--- src/rtl/fetch_pc_unit_pkg.sv ---
// Shared constants for the fetch stage: reset PC, memory address widths,
// the BIOS select bit and base RV32I opcodes.
package fetch_pc_unit_pkg;

   localparam logic [31:0] RESET_PC     = 32'h4000_0000;
   localparam int unsigned IMEM_AW      = 14;
   localparam int unsigned BIOS_AW      = 12;
   localparam int unsigned BIOS_SEL_BIT = 30;

   localparam logic [6:0] OPC_LUI    = 7'b0110111;
   localparam logic [6:0] OPC_AUIPC  = 7'b0010111;
   localparam logic [6:0] OPC_JAL    = 7'b1101111;
   localparam logic [6:0] OPC_JALR   = 7'b1100111;
   localparam logic [6:0] OPC_BRANCH = 7'b1100011;
   localparam logic [6:0] OPC_LOAD   = 7'b0000011;
   localparam logic [6:0] OPC_STORE  = 7'b0100011;
   localparam logic [6:0] OPC_ARI    = 7'b0010011;
   localparam logic [6:0] OPC_ARR    = 7'b0110011;
   localparam logic [6:0] OPC_CSR    = 7'b1110011;

   typedef enum logic [2:0] {
      PcReset,
      PcJalr,
      PcBranch,
      PcHold,
      PcSeq
   } pc_sel_e;

   function automatic logic is_bios(input logic [31:0] pc);
      return pc[BIOS_SEL_BIT];
   endfunction

endpackage

--- src/rtl/fetch_pc_unit_next_mux.sv ---
// Combinational next-PC priority select: reset, JALR, branch, stall hold, sequential.
module fetch_pc_unit_next_mux
   import fetch_pc_unit_pkg::*;
#(
   parameter logic [31:0] ResetPc = RESET_PC
) (
   input  logic        rst_i,
   input  logic        stall_i,
   input  logic        jalr_i,
   input  logic [31:0] jalr_target_i,
   input  logic        br_taken_i,
   input  logic [31:0] br_target_i,
   input  logic [31:0] pc_i,
   output logic [31:0] next_pc_o
);

   pc_sel_e sel;

   always_comb begin
      sel = PcSeq;
      if (rst_i)           sel = PcReset;
      else if (jalr_i)     sel = PcJalr;
      else if (br_taken_i) sel = PcBranch;
      else if (stall_i)    sel = PcHold;
   end

   always_comb begin
      next_pc_o = pc_i + 32'd4;
      unique case (sel)
         PcReset:  next_pc_o = ResetPc;
         PcJalr:   next_pc_o = jalr_target_i & 32'hFFFF_FFFE;
         PcBranch: next_pc_o = br_target_i;
         PcHold:   next_pc_o = pc_i;
         PcSeq:    next_pc_o = pc_i + 32'd4;
         default:  next_pc_o = pc_i + 32'd4;
      endcase
   end

endmodule

--- src/rtl/fetch_pc_unit.sv ---
// Fetch stage: owns the fetch PC, drives BIOS/IMEM read ports and presents
// an aligned {pc_d, instr_d, valid_d} bundle to decode, plus a fetch counter.
module fetch_pc_unit
   import fetch_pc_unit_pkg::*;
#(
   parameter logic [31:0] ResetPc = RESET_PC,
   parameter int unsigned ImemAw  = IMEM_AW,
   parameter int unsigned BiosAw  = BIOS_AW
) (
   input  logic              clk,
   input  logic              rst,
   input  logic              stall,
   input  logic              jalr,
   input  logic [31:0]       jalr_target,
   input  logic              br_taken,
   input  logic [31:0]       br_target,
   output logic [BiosAw-1:0] bios_addr,
   output logic              bios_en,
   input  logic [31:0]       bios_dout,
   output logic [ImemAw-1:0] imem_addr,
   output logic              imem_en,
   input  logic [31:0]       imem_dout,
   output logic [31:0]       pc_d,
   output logic [31:0]       instr_d,
   output logic              valid_d,
   output logic [31:0]       fetch_cnt
);

   logic [31:0] next_pc;
   logic [31:0] pc_q;
   logic        sel_q;
   logic        valid_q;
   logic [31:0] cnt_q, cnt_d;

   fetch_pc_unit_next_mux #(
      .ResetPc(ResetPc)
   ) u_next_mux (
      .rst_i        (rst),
      .stall_i      (stall),
      .jalr_i       (jalr),
      .jalr_target_i(jalr_target),
      .br_taken_i   (br_taken),
      .br_target_i  (br_target),
      .pc_i         (pc_q),
      .next_pc_o    (next_pc)
   );

   // Memories are addressed with next_pc so their 1-cycle read lines up with pc_q.
   always_comb begin
      bios_addr = next_pc[BiosAw+1:2];
      imem_addr = next_pc[ImemAw+1:2];
      bios_en   = is_bios(next_pc) & ~stall;
      imem_en   = ~is_bios(next_pc) & ~stall;
   end

   always_comb begin
      cnt_d = cnt_q;
      if (rst)                    cnt_d = 32'd0;
      else if (valid_q && !stall) cnt_d = cnt_q + 32'd1;
   end

   always_ff @(posedge clk) begin
      pc_q    <= next_pc;
      sel_q   <= is_bios(next_pc);
      valid_q <= ~rst;
      cnt_q   <= cnt_d;
   end

   always_comb begin
      pc_d      = pc_q;
      valid_d   = valid_q;
      fetch_cnt = cnt_q;
      instr_d   = sel_q ? bios_dout : imem_dout;
   end

endmodule
--- config.mk ---
export PLATFORM = sky130hd
export DESIGN_NAME = fetch_pc_unit
export DESIGN_NICKNAME = d
export VERILOG_FILES = /design/src/rtl/fetch_pc_unit_pkg.sv /design/src/rtl/fetch_pc_unit_next_mux.sv /design/src/rtl/fetch_pc_unit.sv
export SDC_FILE = /design/constraint.sdc
export NUM_CORES = 1
export LEC_CHECK = 0
export CAP_MARGIN = 30
export CORE_ASPECT_RATIO = 0.6
export CORE_MARGIN = 2
export CORE_UTILIZATION = 41
export DETAILED_ROUTE_END_ITERATION = 16
export PLACE_DENSITY = 0.88
export SLEW_MARGIN = 10
export SYNTH_ARGS = -nofsm -noshare
export SYNTH_HDL_FRONTEND = slang
export SYNTH_HIERARCHICAL = 1
export SYNTH_SLANG_ARGS = --single-unit
--- constraint.sdc ---
create_clock -name clk -period 5.05 [get_ports clk]
set_input_delay 1.01 -clock clk [delete_from_list [all_inputs] [get_ports clk]]
set_output_delay 1.01 -clock clk [all_outputs]
set_load 0.1 [all_outputs]
==> results.md, run 1 <==
- Outcome: finished clean
- Antenna Nets Post-Route: 0
- Root buffer cell: clkbuf_16
- DRT Pass-1 Iters: 5
- DRC viols: 0
- FF-to-FF Start: fetch_cnt[2]
- Setup bufs post-CTS: 0
- Row cnt: 28
- Commonest non-fill, non-tap cell in the layout: clkdlybuf4s50_1
- Final instance area: 7380 um^2
- Clock Power Share: 0.303
- Final setup violation count: 0
- Top cells by area, synth: dfxtp_1, mux2_2, a21oi_1
- Final Max Slew Viols: 0
- Final weighted congestion in routability-driven placement: 0.983
- Post-synth EDFFs: 0
- Power density cells: 289 nW/um^2
- Die Area: 11100 um^2
- Total global routing overflow: 0
- CTS tree: done
- Number of port buffers: 256
- Number of clock sinks: 65
- Post-Layout Cell Count: 862
- CP Max Fanout: 12
- Unrepaired setup endpoints after global routing: no
- Avg WL per Cell: 22.3 um
- Total internal power: 1.25 mW
- CP Capture Type: output port
- Dpl cell area: 7070 um^2
- Synth area leader: dfxtp_1
- Vias: 4919
- Nets: 857
- Pleak: 2.68 nW
- Average cell area after synthesis: 8.64 um^2
- Initial antenna violation count: 0
- Area growth syn-to-layout: 76.3%
- Syn Inst Count: 485
- Sequential share of power: 0.268
- Die Wd: 134 um
- Cts hold-fix bufs: 0
- Vias per cell: 5.71
- Crit. Startpoint: jalr
- Post-cts resize count: 0
- Vias in the first global route: 4877
- Max Cap Violations: 0
- Sequential cell area fraction in the yosys report: 0.311
- Period utilisation layout: 0.908
- Combinational Power Share: 0.429
- Ports: 258
- WP data arrival: 3.57 ns
- Count of different cell masters after synthesis: 53
- First DRT Iteration DRCs: 346
- Most frequent cells in the layout: clkdlybuf4s50_1, dfxtp_1, a21oi_1
- Worst EP required: 4.04 ns
- Yosys reg bits: 65
- Least-Margin Pin Slew: 1.05 ns
- FILL cells: 694
- Ys Warns: 6
- Mapped Nets: 620
- Fraction of registers with async set/reset: 0
- Hold Crit Class: flop to flop
- Post-Syn Area: 4190 um^2
- WL final: 19.2 mm
- Core ar.: 9910 um^2
- Worst VDD drop: 243 uV
- Placed instance count: 846
- Hpwl dp: 15.1 mm
- Pin count of the biggest net entering global routing: 37
- Critical path class: input pin to output port
- Slew HR: 0.300
- Top FF cell, synth: dfxtp_1
- Reg clk slew, reported paths: 0.05 ns
- First-pass GRT wire length: 27.5 mm
- Initial core utilization: 0.423
- HP Start: pc_d[0]
- Fmax: 218 MHz
- Tot GR Track Use: 0.330
- Min Tclk post-route: 4.58 ns
- Sw Pwr: 0.882 mW
- Final hold violation count: 0
- Antenna Diode Count: 0
- Max clock buf depth: 2
- Total Power: 2.13 mW
- Final Skew: 0.00721 ns
- Share of post-route cells with drive strength above 1: 0.202
- Die height: 82.3 um
- Switching share of total power: 0.414
- Later-pin clock latency in the skew report: 0.34 ns
- CTS Buf Count: 9
- Startpoint types: input pin
- Top-area cell type share of the netlist area: 0.311
- H-tree depth: 3
[metrics by stage]
step	hold WS, ns	worst slack [ns]	TNS, ns	util
3_3_place_gp	0.469	0.753	0	0.702
6_report	0.484	0.466	0	0.745
4_1_cts	0.481	0.572	0	0.745
5_1_grt	0.522	0.441	0	0.745
2_1_floorplan	0.609	-0.284	-0.377	-
3_5_place_dp	0.470	0.665	0	0.714
[routing by layer]
metal  track usage  part of all wire  routed length [um]  vias up
met5             0                 0                   0        -
li1              -                 -                   -     2245
met3         0.147              0.11                2180       51
met2         0.539              0.47                8950      269
met4         0.143             0.037                 715        0
met1         0.381              0.38                7340     2354
[power groups by stage]
| stage | clock network (mW) | registers [mW] | logic, mW |
|---|---|---|---|
| after floorplan | 0 | 0.718 | 0.449 |
| after global placement | 0 | 0.577 | 0.892 |
| after detailed placement | 0 | 0.579 | 0.907 |
| after CTS | 0.653 | 0.569 | 0.912 |
| after global routing | 0.674 | 0.573 | 0.937 |
| final | 0.646 | 0.571 | 0.916 |
[path summary, 6_finish.rpt]
kind / slack, ns / end / depth (start not counted)
max: 0.47 / imem_addr[6] / 6
max reg2reg: 2.66 / fetch_cnt[13] / 4
min: 0.48 / pc_d[0] / 1
min reg2reg: 0.48 / pc_d[0] / 1
[area by class of cell]
cell class	count	area [um^2]	share of cell area
Clock buffer	14	274	0.0371
Multi-Input combinational cell	347	2510	0.340
Timing Repair Buffer	274	3000	0.406
Sequential cell	65	1300	0.176
Inverter	25	93.8	0.0127
Tap cell	135	169	0.0229
Clock inverter	2	35.0	0.00474
[logic make-up after synthesis]
| kind of cell | after synthesis | synth area share |
|---|---|---|
| AO/OA/AOI/OAI | 112 | 0.168 |
| XOR/XNOR | 37 | 0.0774 |
| adder cells (fa/ha/maj) | 2 | 0.00597 |
| buffers and inverters | 73 | 0.0923 |
| flip-flops | 65 | 0.311 |
| multiplexers | 41 | 0.109 |
| AND/OR/NAND/NOR | 155 | 0.237 |
[critical path, cell delays in order]
cell,delay [ns]
clkdlybuf4s50_1,0.78
nor2b_1,0.54
buf_4,0.30
a221oi_1,0.13
a21oi_1,0.54
buf_12,0.26
[registers in the layout (all words and copies together), names as in the netlist]
register,cells
fetch_cnt,32
pc_d,32
valid_d,1
[synthesized netlist by cell type, drive strengths merged, types with 4 or more instances]
library cell,number
clkbuf,23
buf,25
o22ai,6
nor3,10
nand4,19
xor2,11
mux2i,4
nand3,13
nand2,20
nor2,33
inv,25
dfxtp,65
a22oi,8
nor4,14
xnor2,26
a221oi,12
o31ai,14
a21oi,49
nor2b,6
or4,17
mux2,37
o21ai,16
or3,8
(Power assumes the default switching activity.)
==> run 2, diff against run 1 <==
--- a/config.mk
+++ b/config.mk
@@ -11,7 +11,6 @@
 export CORE_UTILIZATION = 41
 export DETAILED_ROUTE_END_ITERATION = 16
 export PLACE_DENSITY = 0.88
-export SLEW_MARGIN = 10
 export SYNTH_ARGS = -nofsm -noshare
 export SYNTH_HDL_FRONTEND = slang
 export SYNTH_HIERARCHICAL = 1
==> results of run 2 <==
Final layout, timing and power as in run 1 (identical DEF).
